$ cat src/rtl/riscv_mem_pkg.sv
// riscv_mem_pkg
// Types and defaults shared by the memory arbiter of the multicycle RISC-V core:
// the arbiter state enum, the port-owner enum, default widths and the
// round-robin pick helper.
package riscv_mem_pkg;

  localparam int ADDR_WIDTH_DEF = 32;
  localparam int DATA_WIDTH_DEF = 32;
  localparam int TIMEOUT_DEF    = 255;

  typedef enum logic [1:0] {
    ST_IDLE = 2'd0,
    ST_BUSY = 2'd1,
    ST_DONE = 2'd2
  } arb_state_t;

  typedef enum logic {
    OWN_I = 1'b0,
    OWN_D = 1'b1
  } owner_t;

  // Round-robin choice between the two requesters. On a tie the port that
  // did not win last time is picked; with a single eligible port that port wins.
  function automatic owner_t rr_pick(input logic i_elig, input logic d_elig,
                                     input owner_t last_grant);
    owner_t pick;
    if (i_elig && d_elig) begin
      pick = (last_grant == OWN_I) ? OWN_D : OWN_I;
    end else if (d_elig) begin
      pick = OWN_D;
    end else begin
      pick = OWN_I;
    end
    return pick;
  endfunction

endpackage

$ cat src/rtl/riscv_mem_arbiter.sv
// riscv_mem_arbiter
// Shares the single memory port between instruction fetch (i_*) and
// load/store (d_*). Accesses are serialised through IDLE -> BUSY -> DONE,
// ties are broken round-robin, and an access that sees no m_ack within
// TIMEOUT cycles of m_req is aborted with err=1.
//
// Ports:
//   clk, reset          clock, asynchronous active-high reset
//   i_req/i_addr        fetch request (held until i_done) and address
//   i_rdata/i_done/i_err fetched word, completion pulse, timeout flag
//   d_req/d_we/d_addr/d_wdata  data request, store flag, address, store data
//   d_rdata/d_done/d_err load data, completion pulse, timeout flag
//   m_req/m_we/m_addr/m_wdata  memory request side (all registered)
//   m_rdata/m_ack       memory response, m_ack only sampled while m_req=1
//
// Every output is a flop; no input reaches an output combinationally.
module riscv_mem_arbiter
  import riscv_mem_pkg::*;
#(
  parameter int ADDR_WIDTH = ADDR_WIDTH_DEF,
  parameter int DATA_WIDTH = DATA_WIDTH_DEF,
  parameter int TIMEOUT    = TIMEOUT_DEF
) (
  input  logic                  clk,
  input  logic                  reset,
  input  logic                  i_req,
  input  logic [ADDR_WIDTH-1:0] i_addr,
  output logic [DATA_WIDTH-1:0] i_rdata,
  output logic                  i_done,
  output logic                  i_err,
  input  logic                  d_req,
  input  logic                  d_we,
  input  logic [ADDR_WIDTH-1:0] d_addr,
  input  logic [DATA_WIDTH-1:0] d_wdata,
  output logic [DATA_WIDTH-1:0] d_rdata,
  output logic                  d_done,
  output logic                  d_err,
  output logic                  m_req,
  output logic                  m_we,
  output logic [ADDR_WIDTH-1:0] m_addr,
  output logic [DATA_WIDTH-1:0] m_wdata,
  input  logic [DATA_WIDTH-1:0] m_rdata,
  input  logic                  m_ack
);

  // The counter only has to hold 0..TIMEOUT-1: the abort is taken in the
  // cycle where it already sits at TIMEOUT-1 and m_ack is still low.
  localparam int CNT_W = (TIMEOUT < 2) ? 1 : $clog2(TIMEOUT);
  localparam logic [CNT_W-1:0] CNT_LAST = CNT_W'(TIMEOUT - 1);
  localparam logic [CNT_W-1:0] CNT_ONE  = CNT_W'(1);
  localparam logic [CNT_W-1:0] CNT_ZERO = CNT_W'(0);

  arb_state_t state, state_nxt;
  owner_t     owner, owner_nxt;
  owner_t     last_grant, last_grant_nxt;
  owner_t     grant;
  logic [CNT_W-1:0] wait_cnt, wait_cnt_nxt;

  logic                  m_req_nxt, m_we_nxt;
  logic [ADDR_WIDTH-1:0] m_addr_nxt;
  logic [DATA_WIDTH-1:0] m_wdata_nxt;
  logic [DATA_WIDTH-1:0] i_rdata_nxt, d_rdata_nxt;
  logic                  i_done_nxt, d_done_nxt, i_err_nxt, d_err_nxt;
  logic                  i_elig, d_elig;

  // A port pulsing done this cycle still has its req high; mask it so the
  // held request is not taken as a fresh one.
  assign i_elig = i_req & ~i_done;
  assign d_elig = d_req & ~d_done;

  // Next-state and next-output logic for the arbiter FSM and its datapath.
  always_comb begin
    state_nxt      = state;
    owner_nxt      = owner;
    last_grant_nxt = last_grant;
    wait_cnt_nxt   = wait_cnt;
    m_req_nxt      = m_req;
    m_we_nxt       = m_we;
    m_addr_nxt     = m_addr;
    m_wdata_nxt    = m_wdata;
    i_rdata_nxt    = i_rdata;
    d_rdata_nxt    = d_rdata;
    i_done_nxt     = 1'b0;
    d_done_nxt     = 1'b0;
    i_err_nxt      = 1'b0;
    d_err_nxt      = 1'b0;
    grant          = rr_pick(i_elig, d_elig, last_grant);

    case (state)
      ST_IDLE: begin
        if (i_elig || d_elig) begin
          state_nxt      = ST_BUSY;
          owner_nxt      = grant;
          last_grant_nxt = grant;
          wait_cnt_nxt   = CNT_ZERO;
          m_req_nxt      = 1'b1;
          if (grant == OWN_D) begin
            m_we_nxt    = d_we;
            m_addr_nxt  = d_addr;
            m_wdata_nxt = d_wdata;
          end else begin
            m_we_nxt    = 1'b0;
            m_addr_nxt  = i_addr;
            m_wdata_nxt = {DATA_WIDTH{1'b0}};
          end
        end else begin
          state_nxt = ST_IDLE;
        end
      end

      ST_BUSY: begin
        if (m_ack) begin
          // An ack in the final allowed cycle still wins over the abort.
          state_nxt = ST_DONE;
          m_req_nxt = 1'b0;
          if (owner == OWN_D) begin
            d_done_nxt = 1'b1;
            if (!m_we) begin
              d_rdata_nxt = m_rdata;
            end else begin
              d_rdata_nxt = d_rdata;
            end
          end else begin
            i_done_nxt  = 1'b1;
            i_rdata_nxt = m_rdata;
          end
        end else if (wait_cnt == CNT_LAST) begin
          state_nxt = ST_DONE;
          m_req_nxt = 1'b0;
          if (owner == OWN_D) begin
            d_done_nxt = 1'b1;
            d_err_nxt  = 1'b1;
          end else begin
            i_done_nxt = 1'b1;
            i_err_nxt  = 1'b1;
          end
        end else begin
          wait_cnt_nxt = wait_cnt + CNT_ONE;
        end
      end

      ST_DONE: begin
        state_nxt    = ST_IDLE;
        wait_cnt_nxt = CNT_ZERO;
      end

      default: begin
        state_nxt    = ST_IDLE;
        m_req_nxt    = 1'b0;
        wait_cnt_nxt = CNT_ZERO;
      end
    endcase
  end

  // State and output registers; reset drops any in-flight access silently.
  always_ff @(posedge clk or posedge reset) begin
    if (reset) begin
      state      <= ST_IDLE;
      owner      <= OWN_I;
      last_grant <= OWN_D;
      wait_cnt   <= CNT_ZERO;
      m_req      <= 1'b0;
      m_we       <= 1'b0;
      m_addr     <= {ADDR_WIDTH{1'b0}};
      m_wdata    <= {DATA_WIDTH{1'b0}};
      i_rdata    <= {DATA_WIDTH{1'b0}};
      d_rdata    <= {DATA_WIDTH{1'b0}};
      i_done     <= 1'b0;
      d_done     <= 1'b0;
      i_err      <= 1'b0;
      d_err      <= 1'b0;
    end else begin
      state      <= state_nxt;
      owner      <= owner_nxt;
      last_grant <= last_grant_nxt;
      wait_cnt   <= wait_cnt_nxt;
      m_req      <= m_req_nxt;
      m_we       <= m_we_nxt;
      m_addr     <= m_addr_nxt;
      m_wdata    <= m_wdata_nxt;
      i_rdata    <= i_rdata_nxt;
      d_rdata    <= d_rdata_nxt;
      i_done     <= i_done_nxt;
      d_done     <= d_done_nxt;
      i_err      <= i_err_nxt;
      d_err      <= d_err_nxt;
    end
  end

endmodule

$ cat config.mk
export PLATFORM = sky130hd
export DESIGN_NAME = riscv_mem_arbiter
export DESIGN_NICKNAME = d
export VERILOG_FILES = /design/src/rtl/riscv_mem_pkg.sv /design/src/rtl/riscv_mem_arbiter.sv
export SDC_FILE = /design/constraint.sdc
export NUM_CORES = 1
export LEC_CHECK = 0
export ABC_CLOCK_PERIOD_IN_PS = 6500
export CAP_MARGIN = 20
export CORE_UTILIZATION = 42
export DETAILED_ROUTE_END_ITERATION = 7
export PLACE_DENSITY = 0.84
export SETUP_SLACK_MARGIN = 0.3
export SLEW_MARGIN = 15
export SYNTH_ARGS = -nofsm -noshare
export SYNTH_HDL_FRONTEND = slang
export SYNTH_SLANG_ARGS = --single-unit
export TNS_END_PERCENT = 10
$ cat constraint.sdc
create_clock -name clk -period 6.5 [get_ports clk]
set_input_delay 1.3 -clock clk [delete_from_list [all_inputs] [get_ports clk]]
set_output_delay 1.3 -clock clk [all_outputs]
set_load 0.01 [all_outputs]
# [Yosys cells after proc, flatten, opt, wreduce, memory -nomap -nowiden]
# Cells that the tools add are included.
# W data, S select, Z words.
[word_totals] output_inout_bits=134 wordCells=67 ff_bits=146 in_bits=134
[op_classes] n_eq_ne=7 n_mux=30 n_bitwise=7 add_sub_neg=1 reduce_logical=8
[ops] operator="$mux W32" n=2
[ops] operator="$mux W8" n=3
[ops] operator="$mux W1" n=20
[ops] operator="$pmux W8 S2" n=1
[ops] operator="$reduce_and A3 Y1" n=3
[ops] operator="$add A8 B1 Y8 const B" n=1
[ops] operator="$eq A8 B8 Y1 const B" n=1
[ops] operator="$ne A2 B2 Y1 const B" n=3
[ops] operator="$not A1 Y1" n=5
[ops] operator="$mux W2" n=2
[ops] operator="$pmux W2 S2" n=1
[ops] operator="$reduce_and A4 Y1" n=1
[ops] operator="$ne A3 B3 Y1 const B" n=1
[ops] operator="$pmux W1 S3" n=1
[ops] operator="$and A1 B1 Y1" n=2
[ops] operator="$eq A2 B1 Y1 const B" n=1
[ops] operator="$eq A2 B2 Y1 const B" n=1
[ops] operator="$logic_not A2 Y1" n=1
[ops] operator="$reduce_and A2 Y1" n=1
[ops] operator="$logic_and A1 B1 Y1" n=1
[ops] operator="$logic_or A1 B1 Y1" n=1

# [Longest topological paths before layout]
[depth] ltp_word=5 ltp_mapped=7 mapped_depth_nobuf=6

# [Worst setup path after synthesis]
# OpenSTA, ideal clock, no wires.
[synth_timing] kind="in2reg" from="input i_req" to="register m_wdata[7]" required_time_ps=6434 slack_ps=4177 path_stages=6 arrival_ps=2257 setup_ps=66 n_path_buf=2 path_cell_list="nor2b_1 a21oi_1 buf_2 buf_1 nand3_1 nand2_1"
[synth_via] elab_chain_cells=4 elab_cells_between_ends=6 classes_between="mux (2); bitwise (1); reduce/logical (3)"
[synth_lines] element="start, declared" line="riscv_mem_arbiter.sv:26" source="input logic i_req,"
[synth_lines] element="$and A1 B1 Y1 *" line="riscv_mem_arbiter.sv:68" source="assign i_elig = i_req & ~i_done;"
[synth_lines] element="$logic_and A1 B1 Y1" line="riscv_mem_pkg.sv:27" source="if (i_elig && d_elig) begin"
[synth_lines] element="$mux W1" line="riscv_mem_pkg.sv:27"
[synth_lines] element="$mux W32" line="riscv_mem_arbiter.sv:97" source="if (grant == OWN_D) begin"
[synth_lines] element="end signal, assigned" line="riscv_mem_arbiter.sv:165" source="m_wdata <= {DATA_WIDTH{1'b0}};"
[synth_lines] element="end signal, assigned" line="riscv_mem_arbiter.sv:180" source="m_wdata <= m_wdata_nxt;"
[synth_lines] element="end, declared" line="riscv_mem_arbiter.sv:41" source="output logic [DATA_WIDTH-1:0] m_wdata,"
# Every way passes the cells marked *; elsewhere a longest branch is shown, timed or not.
# A chain may end at the register's enable or synchronous reset.

# [Worst setup path in the final report]
[layout_timing] from="input i_req" to="register m_addr[26]"
[layout_via] elab_chain_cells=4 elab_cells_between_ends=6 classes_between="mux (2); bitwise (1); reduce/logical (3)"
[layout_lines] element="$and A1 B1 Y1 *" line="riscv_mem_arbiter.sv:68"
[layout_lines] element="$logic_and A1 B1 Y1" line="riscv_mem_pkg.sv:27"
[layout_lines] element="$mux W1" line="riscv_mem_pkg.sv:27"
[layout_lines] element="$mux W32" line="riscv_mem_arbiter.sv:97"
[layout_lines] element="end signal, assigned" line="riscv_mem_arbiter.sv:164" source="m_addr <= {ADDR_WIDTH{1'b0}};"
[layout_lines] element="end signal, assigned" line="riscv_mem_arbiter.sv:179" source="m_addr <= m_addr_nxt;"
[layout_lines] element="end, declared" line="riscv_mem_arbiter.sv:40" source="output logic [ADDR_WIDTH-1:0] m_addr,"
# Marked as above.

==> impl_results.md <==
* Diode count at 0
* Post-CTS setup repair buffer count at 0
* Final critical-path share of the clock period at 0.459
* GRT overflow at 0
* Number of buffers added on ports at 267
* Global-route wire length before repair at 24.7 mm
* Crit path time final at 2.98 ns
* Worst-path clk slew at ~0.06 ns
* Level count of the clock H-tree at 4
* Critical path data required time at 6.84 ns
* Largest net degree at the start of global routing at 101
* Clk_skew at roughly 0.02 ns
* Detailed-route wire length per cell at 15.7 um
* Sw Ratio at 0.324
* Root buf cell: sky130_fd_sc_hd__clkbuf_16
* Kind of end point of the critical path: flip-flop
* Post-Synthesis Cell Area at 5960 um2
* Startpoint type of the worst setup path: input pin
* Fraction of power consumed by sequential logic at 0.348
* Maximum achievable frequency at 335 MHz
* Fraction of final layout cells with drive strength greater than 1 at 0.134
* Post-CTS resize count at 0
* Path type of the worst setup path: input pin to flip-flop
* Total count of max-transition violations in the final report at 0
* Sequential element share of the synthesized area at 0.613
* Number of warnings issued by yosys at 0
* Number of failing hold endpoints at the final stage at 0
* Global placement routability congestion at approximately 0.86
* Cell internal pwr at around 3.0 mW
* Comb power frac at 0.418
* Share of the synthesized area in the top cell type at 0.609
* Initial antenna violation count at 0
* Peak fanout along the critical path at 32
* Count of endpoints failing setup in the final report at 0
* RSZ-0062 raised after global routing: no
* Hold Buf Count CTS at 0
* Net Count, Synth at 678
* Hold Crit Class: flip-flop to flip-flop
* DRC violation total after the first TritonRoute iteration at 329
* Number of library cell types mapped by synthesis at 38
* Number of search-and-repair iterations in the first detailed-routing pass at 8
* Vias in the first global route at 4,948
* Ports at 268
* Number of clock buffers inserted by TritonCTS at 17
* Number of core rows at 43
* Die Width at 121 um
* Full die area at roughly 15,000 um2
* Library cell with the largest summed area after synthesis: sky130_fd_sc_hd__dfrtp_1
* Layout overhead on the synthesized area at 57.9%
* Height of the die at 121 um
* Total Power at ~4.4 mW
* Mean number of vias per cell at 5.00
* Switching pwr at between 1 and 1.5 mW
* Gate count of the mapped netlist at 542
* Wirelength, routed at 15.6 mm
* Status: completed
* Antenna-violating nets left at 0
* All-Layer GR Usage at 0.221
* Fin util at 0.678
* Clock net sink count at 146
* Max-slew headroom at 0.350
* Worst supply voltage drop on vdd at around 0.19 mV
* Worst hold slack across all endpoints at around 0.46 ns
* Avg Synthesized Cell Area at 11.0 um2
* Crit path DAT at 3.33 ns
* Initial Utilization at 0.430
* Ratio of total power to cell area at around 470 nW/um2
* Leakage dissipation at 4.08 nW
* Core area at around 14,000 um2
* Clock network fraction of total power at 0.234
* Max-Cap Viols at 0
* TritonCTS clock tree: built
* HPWL reported at the end of detailed placement at 11.2 mm
* Worst Max-Slew Pin Slew at 0.974 ns
* Net count of the finished layout at 937
* Via Count at between 4,000 and 5,000
* Maximum root-to-sink buffer count at 2
* Total negative slack for setup checks at 0 ns
* Synth top area cells: sky130_fd_sc_hd__dfrtp_1 61%, sky130_fd_sc_hd__mux2_2 12%, sky130_fd_sc_hd__nand2_1 8.8%, sky130_fd_sc_hd__a31oi_1 3.7%, sky130_fd_sc_hd__nand3_1 3.1%
* DP Worst Slack at 3.06 ns
* Insertion delay of the later-clocked pin in the worst-skew pair at 0.43 ns
* Seq cells post-synth at 146
* DRC viols at 0
* Smallest setup slack after layout at 3.52 ns
cell type report:
type | count | area (um2)
clock inverters | 14 | 201
clock buffers | 18 | 429
repair buffers | 273 | 2740
inverters | 5 | 23.8
fillers | 1013 | 4470
well taps | 180 | 225
flip-flops and latches | 146 | 3650
multi-input cells | 358 | 2140
cell usage in the layout, fill, tap and decap left out, types with 2 or more instances in the layout:
cell type / count
sky130_fd_sc_hd__buf_4: 5
sky130_fd_sc_hd__mux2_1: 3
sky130_fd_sc_hd__o31ai_1: 2
sky130_fd_sc_hd__clkbuf_16: 17
sky130_fd_sc_hd__a21o_1: 2
sky130_fd_sc_hd__mux2_2: 62
sky130_fd_sc_hd__dfrtp_1: 145
sky130_fd_sc_hd__clkinv_2: 2
sky130_fd_sc_hd__inv_1: 4
sky130_fd_sc_hd__bufinv_16: 4
sky130_fd_sc_hd__a21oi_1: 6
sky130_fd_sc_hd__nand2_1: 139
sky130_fd_sc_hd__ha_1: 2
sky130_fd_sc_hd__clkinv_4: 3
sky130_fd_sc_hd__nand3_1: 37
sky130_fd_sc_hd__nor2_1: 36
sky130_fd_sc_hd__clkdlybuf4s50_1: 267
sky130_fd_sc_hd__inv_6: 4
sky130_fd_sc_hd__a31oi_1: 35
sky130_fd_sc_hd__nor3_1: 6
sky130_fd_sc_hd__nand2b_1: 5
sky130_fd_sc_hd__o21ai_0: 5
through the flow:
| stage | std cells | cell area [um2] |
|---|---|---|
| after floorplan | 542 | 5960 |
| after global placement | 961 | 8750 |
| after detailed placement | 961 | 8750 |
| after CTS | 993 | 9390 |
| after global routing | 994 | 9410 |
| final | 994 | 9410 |
per-layer routing:
| layer | share of wire | global-route usage | wire length [um] |
|---|---|---|---|
| met1 | 0.39 | 0.255 | 6160 |
| met4 | 0.0095 | 0.0756 | 149 |
| met5 | 0 | 0 | 0 |
| met2 | 0.51 | 0.381 | 8000 |
| met3 | 0.085 | 0.0747 | 1330 |
critical path: stages:
cell	delay, ns
sky130_fd_sc_hd__clkdlybuf4s50_1	0.49
sky130_fd_sc_hd__nor2b_1	0.29
sky130_fd_sc_hd__a21o_1	0.81
sky130_fd_sc_hd__nand2_1	0.20
sky130_fd_sc_hd__a31oi_1	0.21
synth_stat cells:
master / instances
sky130_fd_sc_hd__a211o_1: 1
sky130_fd_sc_hd__a211oi_1: 1
sky130_fd_sc_hd__a211oi_2: 1
sky130_fd_sc_hd__a21o_1: 2
sky130_fd_sc_hd__a21oi_1: 7
sky130_fd_sc_hd__a21oi_2: 1
sky130_fd_sc_hd__a31oi_1: 35
sky130_fd_sc_hd__a31oi_2: 1
sky130_fd_sc_hd__and2b_1: 1
sky130_fd_sc_hd__and3_2: 1
sky130_fd_sc_hd__and4_1: 1
sky130_fd_sc_hd__buf_1: 1
sky130_fd_sc_hd__buf_2: 8
sky130_fd_sc_hd__buf_4: 6
sky130_fd_sc_hd__buf_6: 2
sky130_fd_sc_hd__clkbuf_1: 16
sky130_fd_sc_hd__dfrtp_1: 145
sky130_fd_sc_hd__dfstp_2: 1
sky130_fd_sc_hd__ha_1: 2
sky130_fd_sc_hd__inv_1: 5
sky130_fd_sc_hd__mux2_1: 3
sky130_fd_sc_hd__mux2_2: 62
sky130_fd_sc_hd__mux2i_1: 1
sky130_fd_sc_hd__nand2_1: 139
sky130_fd_sc_hd__nand2b_1: 5
sky130_fd_sc_hd__nand3_1: 37
sky130_fd_sc_hd__nand4_1: 1
sky130_fd_sc_hd__nor2_1: 36
sky130_fd_sc_hd__nor2_2: 1
sky130_fd_sc_hd__nor2b_1: 1
sky130_fd_sc_hd__nor3_1: 6
sky130_fd_sc_hd__nor3_4: 1
sky130_fd_sc_hd__o21a_1: 1
sky130_fd_sc_hd__o21ai_0: 5
sky130_fd_sc_hd__o22ai_1: 1
sky130_fd_sc_hd__o31ai_1: 2
sky130_fd_sc_hd__or3_1: 1
sky130_fd_sc_hd__or3b_1: 1
power by group through the flow:
| stage | sequential (mW) | combinational (mW) | clock (mW) |
|---|---|---|---|
| after floorplan | 1.70 | 0.688 | 0 |
| after global placement | 1.53 | 1.80 | 0 |
| after detailed placement | 1.56 | 1.85 | 0 |
| after CTS | 1.55 | 1.85 | 1.06 |
| after global routing | 1.59 | 2.00 | 1.10 |
| final | 1.54 | 1.85 | 1.03 |
worst paths after layout:
| path | startpoint | end | slack (ns) | cells past startpoint |
|---|---|---|---|---|
| worst max-delay path | i_req | m_addr[26] | 3.52 | 5 |
| worst min-delay path | m_wdata[31] | m_wdata[31] | 0.46 | 2 |
| worst max register to register | d_done | m_wdata[16] | 4.47 | 5 |
| worst min register to register | m_wdata[31] | m_wdata[31] | 0.46 | 2 |
| max in group asynchronous | reset | m_wdata[6] | 3.90 | 3 |
| min in group asynchronous | reset | i_rdata[29] | 1.47 | 2 |
flip-flops by register name, summed over array words and instances (netlist names):
register and cells:
d_rdata 32, i_rdata 32, m_addr 32, m_wdata 32
wait_cnt 8, state 2, d_done 1, d_err 1
i_done 1, i_err 1, last_grant 1, m_req 1
m_we 1, owner 1
cells by family (layout without fill, tap and decap cells):
family,count (synthesis),after routing,synth area share
compound gates,58,58,0.0625
simple gates,232,232,0.164
mux,66,66,0.124
buf+inv,38,310,0.0319
flops,146,146,0.613
fa+ha+maj,2,2,0.00420
Note: power is estimated with default switching activity, not from simulation.
